$ cat src/rtl/latency_scheduler.sv
// -----------------------------------------------------------------------------
// latency_scheduler
//
// Purpose:
//   Several requesters share one external datapath. The datapath has a fixed
//   latency and cannot stall. A round-robin arbiter grants one issue slot per
//   cycle. Each issued op carries its requester ID down a tag pipeline that
//   runs alongside the datapath. When an op reaches the end of the tag
//   pipeline, its result is written into a tagged output FIFO. Because the
//   datapath cannot stall, an op is issued only when a FIFO slot is
//   guaranteed to be free when that op retires.
//
// Ports:
//   clk            clock; all state changes on the rising edge
//   rst_n          asynchronous active-low reset
//   req_valid      per-requester op valid                      [NREQ]
//   req_data       per-requester operand, lane i at [i*WIDTH +: WIDTH]
//   req_ready      one-hot grant; an op transfers on valid & ready
//   pipe_in_data   operand sent to the datapath input (zero when no grant)
//   pipe_out_data  datapath output, LATENCY cycles after pipe_in_data
//   out_valid      FIFO head is valid
//   out_data       FIFO head result (zero when empty)
//   out_id         requester ID of the FIFO head (zero when empty)
//   out_ready      consumer accepts the FIFO head
//   in_flight      number of ops currently inside the datapath
//   busy           ops are in flight or the FIFO is non-empty
// -----------------------------------------------------------------------------
module latency_scheduler #(
  parameter int LATENCY    = 5,
  parameter int WIDTH      = 8,
  parameter int NREQ       = 4,
  parameter int FIFO_DEPTH = 8
) (
  input  logic                            clk,
  input  logic                            rst_n,
  input  logic [NREQ-1:0]                 req_valid,
  input  logic [NREQ*WIDTH-1:0]           req_data,
  output logic [NREQ-1:0]                 req_ready,
  output logic [WIDTH-1:0]                pipe_in_data,
  input  logic [WIDTH-1:0]                pipe_out_data,
  output logic                            out_valid,
  output logic [WIDTH-1:0]                out_data,
  output logic [$clog2(NREQ)-1:0]         out_id,
  input  logic                            out_ready,
  output logic [$clog2(LATENCY+1)-1:0]    in_flight,
  output logic                            busy
);

  localparam int          IDW     = $clog2(NREQ);
  localparam int          IFW     = $clog2(LATENCY + 1);
  localparam int          PW      = (FIFO_DEPTH > 1) ? $clog2(FIFO_DEPTH) : 1;
  localparam int          CW      = $clog2(FIFO_DEPTH + 1);
  localparam int unsigned NREQ_U  = NREQ;
  localparam int unsigned LAT_U   = LATENCY;
  localparam int unsigned DEPTH_U = FIFO_DEPTH;

  // ---------------------------------------------------------------------------
  // State
  // ---------------------------------------------------------------------------
  logic [IDW-1:0]   rr_ptr_q,    rr_ptr_d;
  logic [LATENCY-1:0] tag_vld_q, tag_vld_d;
  logic [IDW-1:0]   tag_id_q [LATENCY];
  logic [IDW-1:0]   tag_id_d [LATENCY];
  logic [PW-1:0]    wr_ptr_q,    wr_ptr_d;
  logic [PW-1:0]    rd_ptr_q,    rd_ptr_d;
  logic [CW-1:0]    count_q,     count_d;
  logic [IFW-1:0]   in_flight_q, in_flight_d;

  logic [WIDTH-1:0] data_mem [FIFO_DEPTH];
  logic [IDW-1:0]   id_mem   [FIFO_DEPTH];

  // ---------------------------------------------------------------------------
  // Control terms
  // ---------------------------------------------------------------------------
  logic           credit_ok;
  logic           grant_vld;
  logic [IDW-1:0] grant_idx;
  logic [IDW-1:0] cand;
  logic           xfer;
  logic           retire;
  logic           push;
  logic           pop;

  function automatic logic [PW-1:0] ptr_inc(input logic [PW-1:0] p);
    // Explicit wrap so that non-power-of-two depths work.
    if (p == PW'(DEPTH_U - 1)) return '0;
    return p + PW'(1);
  endfunction

  // Credit uses only registered state. Every op in the datapath already
  // owns a FIFO slot. A pop in this cycle frees its slot only from the
  // next cycle on.
  always_comb begin
    credit_ok = (32'(in_flight_q) + 32'(count_q)) < DEPTH_U;
  end

  // Round-robin search starts one position above the last granted index.
  // Grants are forced low while reset is asserted, so req_ready stays at
  // zero throughout reset.
  always_comb begin
    grant_vld = 1'b0;
    grant_idx = '0;
    cand      = '0;
    if (credit_ok && rst_n) begin
      for (int unsigned off = 1; off <= NREQ_U; off++) begin
        cand = IDW'((32'(rr_ptr_q) + off) % NREQ_U);
        if (!grant_vld && req_valid[cand]) begin
          grant_vld = 1'b1;
          grant_idx = cand;
        end
      end
    end
  end

  always_comb begin
    req_ready    = grant_vld ? (NREQ'(1) << grant_idx) : '0;
    pipe_in_data = grant_vld ? req_data[grant_idx*WIDTH +: WIDTH] : '0;
  end

  // A grant is given only to a valid requester, so every grant is a transfer.
  assign xfer   = grant_vld;
  assign retire = tag_vld_q[LATENCY-1];
  assign push   = retire;
  assign pop    = out_valid & out_ready;

  // ---------------------------------------------------------------------------
  // Next-state logic
  // ---------------------------------------------------------------------------
  always_comb begin
    rr_ptr_d = xfer ? grant_idx : rr_ptr_q;

    // The tag chain shifts every cycle. It mirrors the datapath, which can
    // never be stalled.
    tag_vld_d    = tag_vld_q;
    tag_id_d     = tag_id_q;
    tag_vld_d[0] = xfer;
    tag_id_d[0]  = xfer ? grant_idx : '0;
    for (int unsigned i = 1; i < LAT_U; i++) begin
      tag_vld_d[i] = tag_vld_q[i-1];
      tag_id_d[i]  = tag_id_q[i-1];
    end

    in_flight_d = in_flight_q;
    if (xfer && !retire) begin
      in_flight_d = in_flight_q + IFW'(1);
    end else if (!xfer && retire) begin
      in_flight_d = in_flight_q - IFW'(1);
    end

    count_d = count_q;
    if (push && !pop) begin
      count_d = count_q + CW'(1);
    end else if (pop && !push) begin
      count_d = count_q - CW'(1);
    end

    wr_ptr_d = push ? ptr_inc(wr_ptr_q) : wr_ptr_q;
    rd_ptr_d = pop  ? ptr_inc(rd_ptr_q) : rd_ptr_q;
  end

  // ---------------------------------------------------------------------------
  // Registers
  // ---------------------------------------------------------------------------
  always_ff @(posedge clk or negedge rst_n) begin
    if (!rst_n) begin
      rr_ptr_q    <= IDW'(NREQ_U - 1);
      tag_vld_q   <= '0;
      for (int unsigned i = 0; i < LAT_U; i++) begin
        tag_id_q[i] <= '0;
      end
      wr_ptr_q    <= '0;
      rd_ptr_q    <= '0;
      count_q     <= '0;
      in_flight_q <= '0;
    end else begin
      rr_ptr_q    <= rr_ptr_d;
      tag_vld_q   <= tag_vld_d;
      tag_id_q    <= tag_id_d;
      wr_ptr_q    <= wr_ptr_d;
      rd_ptr_q    <= rd_ptr_d;
      count_q     <= count_d;
      in_flight_q <= in_flight_d;
    end
  end

  // FIFO storage is not reset. The count and the pointers decide which
  // entries are valid.
  always_ff @(posedge clk) begin
    if (push) begin
      data_mem[wr_ptr_q] <= pipe_out_data;
      id_mem[wr_ptr_q]   <= tag_id_q[LATENCY-1];
    end
  end

  // ---------------------------------------------------------------------------
  // Outputs
  // ---------------------------------------------------------------------------
  always_comb begin
    out_valid = (count_q != '0);
    out_data  = out_valid ? data_mem[rd_ptr_q] : '0;
    out_id    = out_valid ? id_mem[rd_ptr_q]   : '0;
    in_flight = in_flight_q;
    busy      = (in_flight_q != '0) || out_valid;
  end

  // Credit accounting guarantees that a retiring op always finds a free slot.
  a_no_overflow: assert property (
    @(posedge clk) disable iff (!rst_n) push |-> (count_q < CW'(DEPTH_U))
  );

endmodule

$ cat config.mk
export PLATFORM = sky130hd
export DESIGN_NAME = latency_scheduler
export DESIGN_NICKNAME = d
export VERILOG_FILES = /design/src/rtl/latency_scheduler.sv
export SDC_FILE = /design/constraint.sdc
export NUM_CORES = 1
export LEC_CHECK = 0
export BUFFER_PORTS_ARGS = -buffer_cell sky130_fd_sc_hd__buf_2
export CORE_UTILIZATION = 60
export CTS_BUF_LIST = sky130_fd_sc_hd__clkbuf_4 sky130_fd_sc_hd__clkbuf_8 sky130_fd_sc_hd__clkbuf_16
export CTS_CLUSTER_SIZE = 14
export DETAILED_ROUTE_END_ITERATION = 16
export GPL_TIMING_DRIVEN = 0
export PLACE_DENSITY = 0.84
export SLEW_MARGIN = 40
export SYNTH_ARGS = -nofsm -noshare
export SYNTH_HDL_FRONTEND = slang
export SYNTH_SLANG_ARGS = --single-unit
$ cat constraint.sdc
create_clock -name clk -period 6.1 [get_ports clk]
set_clock_uncertainty 0.1 [all_clocks]
set_input_delay 0 -clock clk [delete_from_list [all_inputs] [get_ports clk]]
set_output_delay 0 -clock clk [all_outputs]
set_load 0.02 [all_outputs]
== Word-level counts from Yosys, hierarchy flattened ==
Memories as Yosys holds them, arrays and structs flattened.
Cells that the tools add are included.

* Register bits: 30
* Bits in writable memories: 80
* Memories: 2

{| class="wikitable"
|+ Memory list
! name !! depth !! bits a word !! read ports !! clocked after memory_dff !! wr ports !! line !! source
|-
| data_mem || 8 || 8 || 1 || 0 || 1 || 69 || <nowiki>logic [WIDTH-1:0] data_mem [FIFO_DEPTH];</nowiki>
|-
| id_mem || 8 || 2 || 1 || 0 || 1 || 70 || <nowiki>logic [IDW-1:0] id_mem [FIFO_DEPTH];</nowiki>
|}

* Add/subtract/negate cells: 11
* Order comparisons: 5
* Eq/ne operators: 2
* Shifts and indexed selects: 2
* Multiplexer cells: 38
* Bitwise gates (word level): 1
* Reduce and logical (&&, ||, !) cells: 19

{| class="wikitable"
|+ Operators by type and width
! cell !! number
|-
| $shiftx A32 B6 Y8 || 1
|-
| $mux W3 || 6
|-
| $mux W1 || 16
|-
| $mux W8 || 2
|-
| $mux W2 || 7
|-
| $lt A2 B3 Y1 const B || 4
|-
| $mux W4 || 3
|-
| $add A3 B1 Y3 const B || 3
|-
| $bmux W1 S2 || 4
|-
| $logic_and A1 B1 Y1 || 8
|-
| $eq A3 B3 Y1 const B || 2
|-
| $logic_not A1 Y1 || 6
|-
| $add A3 B4 Y5 || 1
|-
| $lt A5 B4 Y1 const B || 1
|-
| $add A2 B1 Y2 const B || 2
|-
| $add A2 B2 Y2 const B || 2
|-
| $add A4 B1 Y4 const B || 1
|-
| $reduce_bool A2 Y1 || 2
|-
| $reduce_bool A4 Y1 || 1
|-
| $shl A1 B2 Y4 const A || 1
|-
| $sub A4 B1 Y4 const B || 1
|-
| $reduce_bool A3 Y1 || 1
|-
| $sub A3 B1 Y3 const B || 1
|-
| $and A1 B1 Y1 || 1
|-
| $logic_or A1 B1 Y1 || 1
|}

== Longest topological paths before layout ==
Gate-level depths: netlist of run 1.

* Depth in word-level cells: 21
* Gate-level depth with buffers: 11
* Depth with buffers taken out: 11

== Least setup slack after synthesis of run 1 ==
No wires, ideal clock.

* Path type: register to register
* Start: register count_q[0]
* End: register count_q[3]
* Setup time: 0.125 ns
* Arrival: 2.266 ns
* Slack: 3.608 ns
* Stages on the path, launching flop included: 12
* Buffers on the path: 0
* Clock period less this slack: 2.492 ns
* Cell sequence: dfrtp_1 -> nor4_1 -> inv_1 -> nand2_1 -> ha_1 -> inv_1 -> ha_1 -> a21o_1 -> a21oi_1 -> xnor2_1 -> nor2_1 -> xor2_1

* Cells in the longest elaborated chain, start to end: 5
* Elaborated cells between the ends (all ways): 10
* Those cells by class: add/sub: 2; mux: 2; bitwise: 1; reduce/logical: 5

{| class="wikitable"
|+ Ends and longest elaborated chain
! what !! line !! source
|-
| start, declared || 66 || <nowiki>logic [CW-1:0] count_q, count_d;</nowiki>
|-
| start signal, assigned || 181 || <nowiki>count_q <= count_d;</nowiki>
|-
| $reduce_bool A4 Y1 (*) || 199 || <nowiki>out_valid = (count_q != '0);</nowiki>
|-
| net out_valid || 41 || <nowiki>output logic out_valid,</nowiki>
|-
| $and A1 B1 Y1 (*) || 124 || <nowiki>assign pop = out_valid & out_ready;</nowiki>
|-
| $logic_not A1 Y1 || 151 || <nowiki>if (push && !pop) begin</nowiki>
|-
| $logic_and A1 B1 Y1 || 151 ||
|-
| $mux W4 / $reduce_bool A2 Y1 (equally long branches) || n/a ||
|}

The timed path passes the listed nets; every way through them passes the cells marked *. The select of a mux whose other input is x is not followed.
A chain may end at the register's enable or synchronous reset.

== Worst setup path after layout of run 1 ==
* Start: register in_flight_q[2] (netlist: in_flight[2])
* End: register in_flight_q[2] (netlist: in_flight[2])

* Cells in the longest elaborated chain, start to end: 7
* Elaborated cells between the ends (all ways): 12
* Those cells by class: add/sub: 3; order compare: 1; mux: 3; reduce/logical: 5

{| class="wikitable"
|+ Ends and longest elaborated chain
! what !! line !! source
|-
| start, declared || 67 || <nowiki>logic [IFW-1:0] in_flight_q, in_flight_d;</nowiki>
|-
| start signal, assigned || 182 || <nowiki>in_flight_q <= in_flight_d;</nowiki>
|-
| $add A3 B4 Y5 (*) || 94 || <nowiki>credit_ok = (32'(in_flight_q) + 32'(count_q)) < DEPTH_U;</nowiki>
|-
| $lt A5 B4 Y1 (*) || 94 ||
|-
| $logic_and A1 B1 Y1 (*) || 104 || <nowiki>if (credit_ok && rst_n) begin</nowiki>
|-
| $mux W1 (*) || 104 ||
|-
| net grant_vld || 76 || <nowiki>logic grant_vld;</nowiki>
|-
| $logic_not A1 Y1 || 146 || <nowiki>end else if (!xfer && retire) begin</nowiki>
|-
| $logic_and A1 B1 Y1 || 146 ||
|-
| $reduce_bool A2 Y1 (no line) || n/a ||
|}

Marked as above.

==> metrics.md, run 1 <==
| Metric | Value |
|---|---|
| Status | finished clean |
| RSZ-0062 raised after global routing | no |
| Vias post-DR | 2598 |
| Layout net count | 423 |
| Metal2 WL | roughly 4300 microns |
| Netlist cell types | 34 |
| M1 wire length | 3540 microns |
| Part of the power in registers | 0.438 |
| Max Slew Vio Count | 0 |
| Reg2reg start | in_flight[2]$_DFFE_PN0P_ |
| Die ar. | 8030 sq um |
| WHS | 0.0207 ns |
| Post-CTS setup buffers | 0 |
| Crit path required time | 6.30 ns |
| Hold Vio Cnt, Final | 0 |
| Post-DR vias/cell | around 5.6 |
| Int Pwr | 0.00154 W |
| Gate Count Post-Synth | 266 |
| Largest cells by area after synthesis | edfxtp_1 52%, dfrtp_1 15%, mux4_2 9.8% |
| Fin crit share | 0.462 |
| CTS tree | done |
| Placed Area | ~5100 sq um |
| Post-synth top area share | 0.522 |
| Overall die width | 89.6 microns |
| Post-DRT Antenna Nets | 0 |
| Fin crit period | between 2 and 3 ns |
| Worst rel slew slack | 0.514 |
| Origin of the worst setup path | in_flight[2]$_DFFE_PN0P_ |
| EDFF count, synth | 80 |
| First-pass GRT wire length | 12900 microns |
| Post-Syn Area | 4600 sq um |
| Most common cell in the netlist | edfxtp_1 |
| Max cap viols | 0 |
| Routed WL | 8460 microns |
| PwrDens | about 450 nW/um^2 |
| Async S/R FF share, synth | 0.273 |
| Syn Nets | 325 |
| Setup CP Type | reg2reg |
| Cells after DPL | 440 |
| CP max FO | 6 |
| Clk_lat worst skew | 0.37 ns |
| TritonCTS Buffers | 9 |
| Critical path endpoint category | flop |
| Core Region | 7330 sq um |
| Leak pwr | 2.22 nW |
| HP Class | in2reg |
| Max IR drop VDD | around 0.26 mV |
| Post-route setup TNS | 0 ns |
| Most frequent cells after synthesis | 80 x edfxtp_1, 28 x dfrtp_1, 26 x mux2i_1 |
| Layout cells sized above 1 | 0.358 |
| Worst hold start | req_valid[0] |
| Sequential fraction of the synthesis area | 0.686 |
| Starting Density | 0.628 |
| Vias in the first global route | 2553 |
| Worst-path clk slew | 0.10 ns |
| Synth Warn # | 0 |
| Area delta synth->final | 17.7% |
| Antenna violations before repair | 0 |
| Synth area leader | edfxtp_1 |
| Synth Register Bits | 110 |
| Syn Area/Cell | 17.3 sq um |
| Slew @ Worst Pin | around 0.73 ns |
| Max Fclk | 0.355 GHz |
| N_diodes | 0 |
| CTS H-tree depth | 3 |
| Clk sinks | 110 |
| DIE HEIGHT | 89.6 microns |
| Fin util | 0.739 |
| HPWL Detailed | between 5000 and 6000 microns |
| Grt total ovfl | 0 |
| Top Layer Used | met4 |
| CP arrival | 3.02 ns |
| FILL cells | ~420 |
| Power share of the combinational group | 0.405 |
| Top FF cell, synth | edfxtp_1 |
| GP Congestion | ~0.70 |
| Clk pwr share | 0.158 |
| Final cell count without fillers | roughly 470 |
| DRT iter0 DRCs | about 140 |
| Total GRT Usage | 0.235 |
| Post-layout instance area | between 5000 and 6000 sq um |
| # IOs | 74 |
| NetSw | 0.000870 W |
| Site Rows | 31 |
| CTS resizes | 0 |
| I/O Buffers | 73 |
| # DRC | 0 |
| Post-DR wirelength/cell | 18.1 microns |
| CP Launch Type | flop |
| Largest net degree at the start of global routing | 32 |
| Switching Fraction | 0.360 |
| Clk buf depth | 2 |
| Finish-stage setup viols | 0 |
| 1st-pass router iterations | 4 |
| Met3 wire len | 411 microns |
| Root buf cell | clkbuf_8 |
## area by class of cell
cell class,instances,area (sq um),share of cell area
buffer,9,61.3,0.0113
clock buffer,10,131,0.0242
clock inverter,6,37.5,0.00693
inverter,8,30.0,0.00554
multi-input combinational,139,1380,0.255
sequential,110,3160,0.582
tap,99,124,0.0229
timing repair buffer,87,498,0.0919
## cells in the final DEF, fill, tap and decap left out, drive strengths merged
cell	count
xnor2	4
inv	9
edfxtp	80
o21ai	4
mux4	20
or3b	1
nand2	7
buf	79
ha	10
clkinv	3
clkbuf	15
nand2b	7
dfstp	2
a21oi	3
mux2	6
a21o	2
clkinvlp	2
fa	2
nor4	1
dfrtp	28
o22ai	9
nor2	24
o21a	1
o211ai	1
mux2i	26
and2	1
dlygate4sd3	12
or4	1
a221oi	1
nand4	2
nor3	3
xor2	3
## through the flow
step	total power [W]	setup slack, ns
global route	0.00257	3.07
global placement	0.00199	3.44
floorplan	0.00175	3.61
finish	0.00241	3.28
detailed placement	0.00205	3.40
CTS	0.00244	3.27
## layer usage
layer | global-route usage | vias to the layer above
li1 | - | 1219
met1 | 0.314 | 1264
met2 | 0.385 | 100
met3 | 0.0521 | 15
met4 | 0.0909 | 0
met5 | 0 | -
## cells by family (layout without fill, tap and decap cells)
logic type,count (synthesis),after routing,share of synthesized area
flops,110,110,0.686
mux,52,52,0.169
simple gates,47,47,0.0484
compound gates,21,21,0.0283
buf+inv,17,120,0.0196
fa+ha+maj,12,12,0.0359
xor+xnor,7,7,0.0133
## state kept, by name, summed over array words and instances (netlist names)
signal	flops
wr_ptr_q	3
rd_ptr_q	3
id_mem	16
rr_ptr_q	2
tag_vld_q	5
tag_id_q	2
in_flight	3
data_mem	64
tag_id_d	8
count_q	4
## worst paths after layout
check | endpoint | cells past startpoint | slack, ns
max | in_flight[2]$_DFFE_PN0P_ | 10 | 3.28
min reg2reg | tag_vld_q[2]$_DFF_PN0_ | 0 | 0.24
max in group asynchronous | tag_id_d[6]$_DFF_PN0_ | 2 | 5.40
min in group asynchronous | count_q[1]$_DFFE_PN0P_ | 2 | 0.07
max reg2reg | in_flight[2]$_DFFE_PN0P_ | 10 | 3.28
min | tag_vld_q[0]$_DFF_PN0_ | 3 | 0.02
## timing repair
item	4_1_cts	5_1_grt
endpoints found under the hold margin	96	0
hold buffers	12	0
setup endpoints to repair	0	0
## power by group through the flow
stage               registers, W  logic (W)  clock network, W
floorplan                0.00105   0.000701                 0
global placement         0.00106   0.000932                 0
detailed placement       0.00107   0.000975                 0
CTS                      0.00106   0.000991          0.000387
global route             0.00107    0.00108          0.000417
finish                   0.00106   0.000976          0.000381
## worst max-delay path: stages, from the launching register on
cell and delay, ns:
dfrtp_1 0.44, ha_1 0.35, nand2_1 0.10, nand4_1 0.15
a21oi_1 0.45, ha_1 0.27, inv_1 0.06, fa_1 0.37
xor2_1 0.16, nor2_1 0.13, xor2_1 0.17
No activity file was read; power rests on OpenSTA's default activity.
==> run 2: changes to the inputs <==
--- a/config.mk
+++ b/config.mk
@@ -6,12 +6,12 @@
 export NUM_CORES = 1
 export LEC_CHECK = 0
 export BUFFER_PORTS_ARGS = -buffer_cell sky130_fd_sc_hd__buf_2
-export CORE_UTILIZATION = 60
+export CORE_UTILIZATION = 51
 export CTS_BUF_LIST = sky130_fd_sc_hd__clkbuf_4 sky130_fd_sc_hd__clkbuf_8 sky130_fd_sc_hd__clkbuf_16
 export CTS_CLUSTER_SIZE = 14
 export DETAILED_ROUTE_END_ITERATION = 16
 export GPL_TIMING_DRIVEN = 0
-export PLACE_DENSITY = 0.84
+export PLACE_DENSITY = 0.76
 export SLEW_MARGIN = 40
 export SYNTH_ARGS = -nofsm -noshare
 export SYNTH_HDL_FRONTEND = slang
==> constraint.sdc (replaced) <==
create_clock -name clk -period 2.3 [get_ports clk]
set_clock_uncertainty 0.1 [all_clocks]
set_input_delay 0 -clock clk [delete_from_list [all_inputs] [get_ports clk]]
set_output_delay 0 -clock clk [all_outputs]
set_load 0.02 [all_outputs]
==> metrics.md, run 2 (synthesized netlist as in run 1, its figures left out) <==
| Metric | Value |
|---|---|
| Worst rel slew slack | 0.453 (-0.0607) |
| Commonest non-fill, non-tap cells in the layout | 80 x edfxtp_1, 63 x buf_2, 28 x buf_4 |
| CP max FO | 6 (unchanged) |
| Clk_lat worst skew | 0.37 ns (about the same) |
| Slew @ Worst Pin | 0.820 ns (+0.0911 ns) |
| Critical path's slowest cell | dfrtp_2 |
| Max Fclk | slightly below 0.4 GHz |
| # DRC | 0 (unchanged) |
| Final Total Pwr | 0.00730 W (+200%) |
| Final cell count without fillers | 503 (+7.5%) |
| Crit path required time | 2.20 ns (-4.10 ns) |
| Reg2reg path depth | 12 (+2) |
| FILL cells | 544 (+29%) |
| Failing checks | negative setup slack |
| Die ar. | 9410 sq um (+17%) |
| GP Congestion | 0.731 (+4.8%) |
| Overall die width | 97.0 microns (+8.3%) |
| Cells after DPL | 450 (+2.3%) |
| RSZ-0062 raised after global routing | yes |
| DIE HEIGHT | 97.0 microns (+8.3%) |
| Clk pwr share | 0.155 (-0.003) |
| Switching Fraction | 0.354 (-0.00642) |
| Leak pwr | 2.43 nW (+9.2%) |
| Worst-path clk slew | 0.10 ns (about the same) |
| Setup CP Type | reg2out |
| Most frequent CP cell | buf_4 |
| Int Pwr | 0.00471 W (+210%) |
| Grt total ovfl | 0 (unchanged) |
| Post-DR vias/cell | 5.42 (-2.3%) |
| TritonCTS Buffers | 9 (unchanged) |
| Commonest non-fill, non-tap cell in the layout | edfxtp_1 |
| Fin util | 0.684 (-0.0553) |
| Clk sinks | 110 (unchanged) |
| Routed WL | 9330 microns (+10%) |
| Core Region | 8720 sq um (+19%) |
| Vias post-DR | 2727 (+5.0%) |
| Vias in the first global route | 2843 (+11%) |
| Max cap viols | 0 (unchanged) |
| CTS tree | done |
| WHS | 0.0748 ns (+0.0541 ns) |
| Fin crit share | 1.13 |
| Area delta synth->final | 29.6% |
| HP Class | in2async |
| Power share of the combinational group | 0.457 (+0.052) |
| Slowest stage delay, CP | 0.44 ns (about the same) |
| N_diodes | 0 (unchanged) |
| Part of the power in registers | 0.387 (-0.051) |
| Max Slew Vio Count | 0 (unchanged) |
| Status | finished, violations left |
| Post-layout instance area | 5970 sq um (+10%) |
| Largest register by flop count | data_mem |
| Layout net count | 450 (+6.4%) |
| Post-DR wirelength/cell | 18.5 microns (+2.6%) |
| Largest net degree at the start of global routing | 31 (-3.1%) |
| PwrDens | 1220 nW/um^2 (+170%) |
| CP arrival | 2.49 ns (-0.53 ns) |
| First-pass GRT wire length | 14400 microns (+11%) |
| NetSw | 0.00258 W (+200%) |
| Hold Vio Cnt, Final | 0 (unchanged) |
| HPWL Detailed | 5650 microns (-1.2%) |
| Crit-path cells | ha_4, nand4_2, nand4_1, or3b_4, buf_8, buf_4, mux2i_1, o22ai_1, buf_4 |
| Placed Area | 5200 sq um (+1.4%) |
| Post-DRT Antenna Nets | 0 (unchanged) |
| Critical path endpoint category | primary output |
| Post-route setup slack | -0.293 ns (-3.57 ns) |
| # IOs | 74 (unchanged) |
| Max IR drop VDD | 0.606 mV (+130%) |
| Antenna violations before repair | 0 (unchanged) |
| Starting Density | 0.528 (-0.100) |
| Total GRT Usage | 0.203 (-0.0319) |
| CTS H-tree depth | 3 (unchanged) |
| Site Rows | 34 (+9.7%) |
| Finish-stage setup viols | 16 (+16) |
| 1st-pass router iterations | 4 (unchanged) |
| I/O Buffers | 73 (unchanged) |
| Layout cells sized above 1 | 0.484 (+0.126) |
| Max FFs per register | 64 (unchanged) |
| Clk buf depth | 2 (unchanged) |
| Fin crit period | approximately 2.6 ns |
| CP Launch Type | flop |
| DRT iter0 DRCs | 180 (+28%) |
| Root buf cell | clkbuf_8 |
run 2: worst paths after layout:
kind	startpoint	end	slack (ns)
max reg2reg	in_flight[2]$_DFFE_PN0P_	in_flight[2]$_DFFE_PN0P_	-0.19
min reg2reg	tag_id_d[0]$_DFF_PN0_	tag_id_q[0]$_DFF_PN0_	0.26
min	rst_n	count_q[0]$_DFFE_PN0P_	0.07
max	in_flight[2]$_DFFE_PN0P_	pipe_in_data[7]	-0.29
max in group asynchronous	rst_n	rr_ptr_q[1]$_DFFE_PN1P_	1.79
min in group clk	req_valid[0]	rr_ptr_q[1]$_DFFE_PN1P_	0.08
run 2: power by group through the flow:
stage / Sequential, W / Clock, W / Combinational [W]
final: 0.00283 / 0.00113 / 0.00334
after global routing: 0.00287 / 0.00121 / 0.00364
after CTS: 0.00282 / 0.00114 / 0.00319
after detailed placement: 0.00287 / 0 / 0.00266
after global placement: 0.00284 / 0 / 0.00255
after floorplan: 0.00282 / 0 / 0.00191
run 2: metrics by stage:
| step | setup slack (ns) | setup TNS (ns) |
|---|---|---|
| 2_1_floorplan | 0.00497 | 0 |
| 3_3_place_gp | -0.259 | -5.54 |
| 3_5_place_dp | -0.297 | -0.632 |
| 4_1_cts | -0.213 | -2.00 |
| 5_1_grt | -0.383 | -4.57 |
| 6_report | -0.293 | -3.00 |
run 2: repair_timing:
action,CTS,global route
resized for setup,51,14
hold buffers,11,0
endpoints found under the hold margin,97,0
buffers inserted,19,7
pin swaps,14,12
endpoints found under the setup margin,25,17
gates cloned,2,0
run 2: per-layer routing:
layer  track usage  vias up  part of all wire
met5             0        -                 0
met4        0.0677        0             0.015
met3        0.0325       15             0.041
met2         0.349       88              0.53
met1         0.266     1353              0.41
li1              -     1271                 -
run 2: layout make-up:
type / instances / area (sq um) / share of cell area
buffer: 8 / 86.3 / 0.0145
clock buffer: 9 / 124 / 0.0208
clock inverter: 6 / 68.8 / 0.0115
inverter: 8 / 45.0 / 0.00755
multi-input combinational: 139 / 1540 / 0.258
sequential: 110 / 3160 / 0.530
tap: 108 / 135 / 0.0227
timing repair buffer: 115 / 808 / 0.135
run 2: worst max-delay path, delay by kind of cell (launching register included):
| kind | cells | cell delay, ns |
|---|---|---|
| mux | 1 | 0.20 |
| compound gates | 1 | 0.12 |
| simple gates | 3 | 0.64 |
| buf+inv | 3 | 0.47 |
| fa+ha+maj | 1 | 0.25 |
| flops | 1 | 0.44 |
==> run 3: changes to the inputs <==
--- a/config.mk
+++ b/config.mk
@@ -12,6 +12,7 @@
 export DETAILED_ROUTE_END_ITERATION = 16
 export GPL_TIMING_DRIVEN = 0
 export PLACE_DENSITY = 0.76
+export REMOVE_ABC_BUFFERS = 1
 export SLEW_MARGIN = 40
 export SYNTH_ARGS = -nofsm -noshare
 export SYNTH_HDL_FRONTEND = slang
==> metrics.md, run 3 (synthesized netlist as in run 1, its figures left out) <==
| Metric | Value |
|---|---|
| Largest net degree at the start of global routing | 31 (unchanged) |
| Post-route setup TNS | -0.998 ns (+2.00 ns) |
| Final cell count without fillers | 494 (-1.8%) |
| Die ar. | 9410 sq um (unchanged) |
| CTS tree | done |
| Origin of the worst setup path | count_q[1]$_DFFE_PN0P_ |
| Commonest non-fill, non-tap cells in the layout | 80 x edfxtp_1, 63 x buf_2, 30 x buf_4 |
| Reg2reg start | count_q[1]$_DFFE_PN0P_ |
| First-pass GRT wire length | 14300 microns (-0.24%) |
| Post-route setup slack | -0.132 ns (+0.161 ns) |
| Max FFs per register | 64 (unchanged) |
| Cells after DPL | 443 (-1.6%) |
| # IOs | 74 (unchanged) |
| Hold Vio Cnt, Final | 0 (unchanged) |
| 1st-pass router iterations | 4 (unchanged) |
| Vias post-DR | 2727 (unchanged) |
| Overall die width | 97.0 microns (unchanged) |
| PwrDens | 1220 nW/um^2 (-0.53%) |
| Grt total ovfl | 0 (unchanged) |
| Vias in the first global route | 2808 (-1.2%) |
| Crit path required time | 2.20 ns (about the same) |
| # DRC | 0 (unchanged) |
| CP arrival | 2.33 ns (-0.16 ns) |
| Fin crit share | 1.06 (-0.0701) |
| Clk_lat worst skew | 0.36 ns (about the same) |
| Site Rows | 34 (unchanged) |
| CTS H-tree depth | 3 (unchanged) |
| Layout cells sized above 1 | 0.456 (-0.0276) |
| DRT iter0 DRCs | 230 (+28%) |
| Post-DRT Antenna Nets | 0 (unchanged) |
| Max Fclk | 0.411 GHz (+6.6%) |
| Leak pwr | 2.36 nW (-2.9%) |
| Multi-input gate area | 1530 sq um (-0.49%) |
| Starting Density | 0.528 (unchanged) |
| Failing checks | negative setup slack |
| TritonCTS Buffers | 9 (unchanged) |
| Antenna violations before repair | 0 (unchanged) |
| Setup CP Type | reg2out |
| Post-DR vias/cell | 5.52 (+1.8%) |
| N_diodes | 0 (unchanged) |
| Clk buf depth | 2 (unchanged) |
| Routed WL | 9140 microns (-2.0%) |
| Area delta synth->final | 25.8% |
| Layout net count | 440 (-2.2%) |
| HP Class | in2async |
| Finish-stage setup viols | 11 (-5) |
| Status | finished, violations left |
| Critical path endpoint category | primary output |
| Commonest non-fill, non-tap cell in the layout | edfxtp_1 |
| CP max FO | 5 (-1) |
| Root buf cell | clkbuf_8 |
| I/O Buffers | 73 (unchanged) |
| Worst-path clk slew | 0.10 ns (about the same) |
| Max Slew Vio Count | 0 (unchanged) |
| Largest register by flop count | data_mem |
| Slew @ Worst Pin | 0.739 ns (-0.0813 ns) |
| Max IR drop VDD | 0.615 mV (+1.4%) |
| Max cap viols | 0 (unchanged) |
| FILL cells | 595 (+9.4%) |
| Clk sinks | 110 (unchanged) |
| Worst rel slew slack | 0.507 (+0.0537) |
| Sequential cell area | 3160 sq um (about the same) |
| RSZ-0062 raised after global routing | yes |
| Post-DR wirelength/cell | 18.5 microns (-0.25%) |
| DIE HEIGHT | 97.0 microns (unchanged) |
| Core Region | 8720 sq um (unchanged) |
| GP Congestion | 0.748 (+2.4%) |
| Fin crit period | 2.43 ns (-0.161 ns) |
| CP Launch Type | flop |
| HPWL Detailed | 5560 microns (-1.5%) |
| Total GRT Usage | 0.204 (+0.000919) |
## run 3: cell count changes in the layout (fill, tap and decap cells not counted), sizes merged
cell and delta:
buf -11, clkbuf -2, clkinv +3, clkinvlp -2
or3b +3
## run 3: what timing repair did
| action | CTS | global route |
|---|---|---|
| hold endpoints to repair | 96 | 0 |
| setup endpoints to repair | 27 | 25 |
| gates resized for setup | 27 | 19 |
| pin swaps | 10 | 7 |
| setup buffers | 14 | 7 |
| gates cloned | 3 | 0 |
| hold buffers | 11 | 0 |
## run 3: critical path, stage by stage (launching register included)
cell     delay (ns)
dfrtp_2        0.46
ha_4           0.23
nand4_2        0.09
nand4_1        0.12
buf_6          0.16
or3b_4         0.44
mux2i_1        0.15
o22ai_1        0.16
buf_4          0.17
## run 3: final cells by class
cell class / count / area share
clock buffers: 9 / 0.0214
clock inverters: 7 / 0.0125
inverters: 8 / 0.00605
multi-input cells: 142 / 0.264
flip-flops and latches: 110 / 0.546
well taps: 108 / 0.0233
repair buffers: 110 / 0.126
## run 3: through the flow
step | worst slack, ns | utilization | total power, W | instance area (sq um) | hold slack [ns]
floorplan | -1.03 | - | 0.00459 | 4540 | -0.396
global placement | -2.00 | 0.578 | 0.00520 | 5040 | -0.0340
detailed placement | -0.418 | 0.586 | 0.00536 | 5110 | -0.0172
CTS | -0.137 | 0.650 | 0.00688 | 5670 | 0.0270
global route | -0.250 | 0.664 | 0.00744 | 5790 | 0.0702
finish | -0.132 | 0.664 | 0.00705 | 5790 | 0.0427
## run 3: power breakdown
| part | internal [W] | switching, W | total [W] | leakage (nW) |
|---|---|---|---|---|
| sequential | 0.00253 | 0.000470 | 0.00300 | 1.10 |
| clock | 0.000506 | 0.000637 | 0.00114 | 0.0989 |
| combinational | 0.00150 | 0.00140 | 0.00290 | 1.16 |
| total | 0.00454 | 0.00250 | 0.00705 | 2.36 |
## run 3: path summary, 6_finish.rpt
check | endpoint | slack, ns | cells past startpoint
max | pipe_in_data[2] | -0.13 | 8
min | rd_ptr_q[0]$_DFFE_PN0P_ | 0.04 | 3
max reg2reg | in_flight[2]$_DFFE_PN0P_ | -0.09 | 11
min reg2reg | tag_id_q[0]$_DFF_PN0_ | 0.26 | 0
max in group asynchronous | rr_ptr_q[0]$_DFFE_PN1P_ | 1.82 | 3
min in group clk | in_flight[0]$_DFFE_PN0P_ | 0.16 | 5
## run 3: per-layer routing
metal	vias up	track usage	routed length [microns]
met5	-	0	0
met4	0	0.0792	140
met3	11	0.0383	366
met2	89	0.353	4930
met1	1364	0.255	3700
li1	1263	-	-
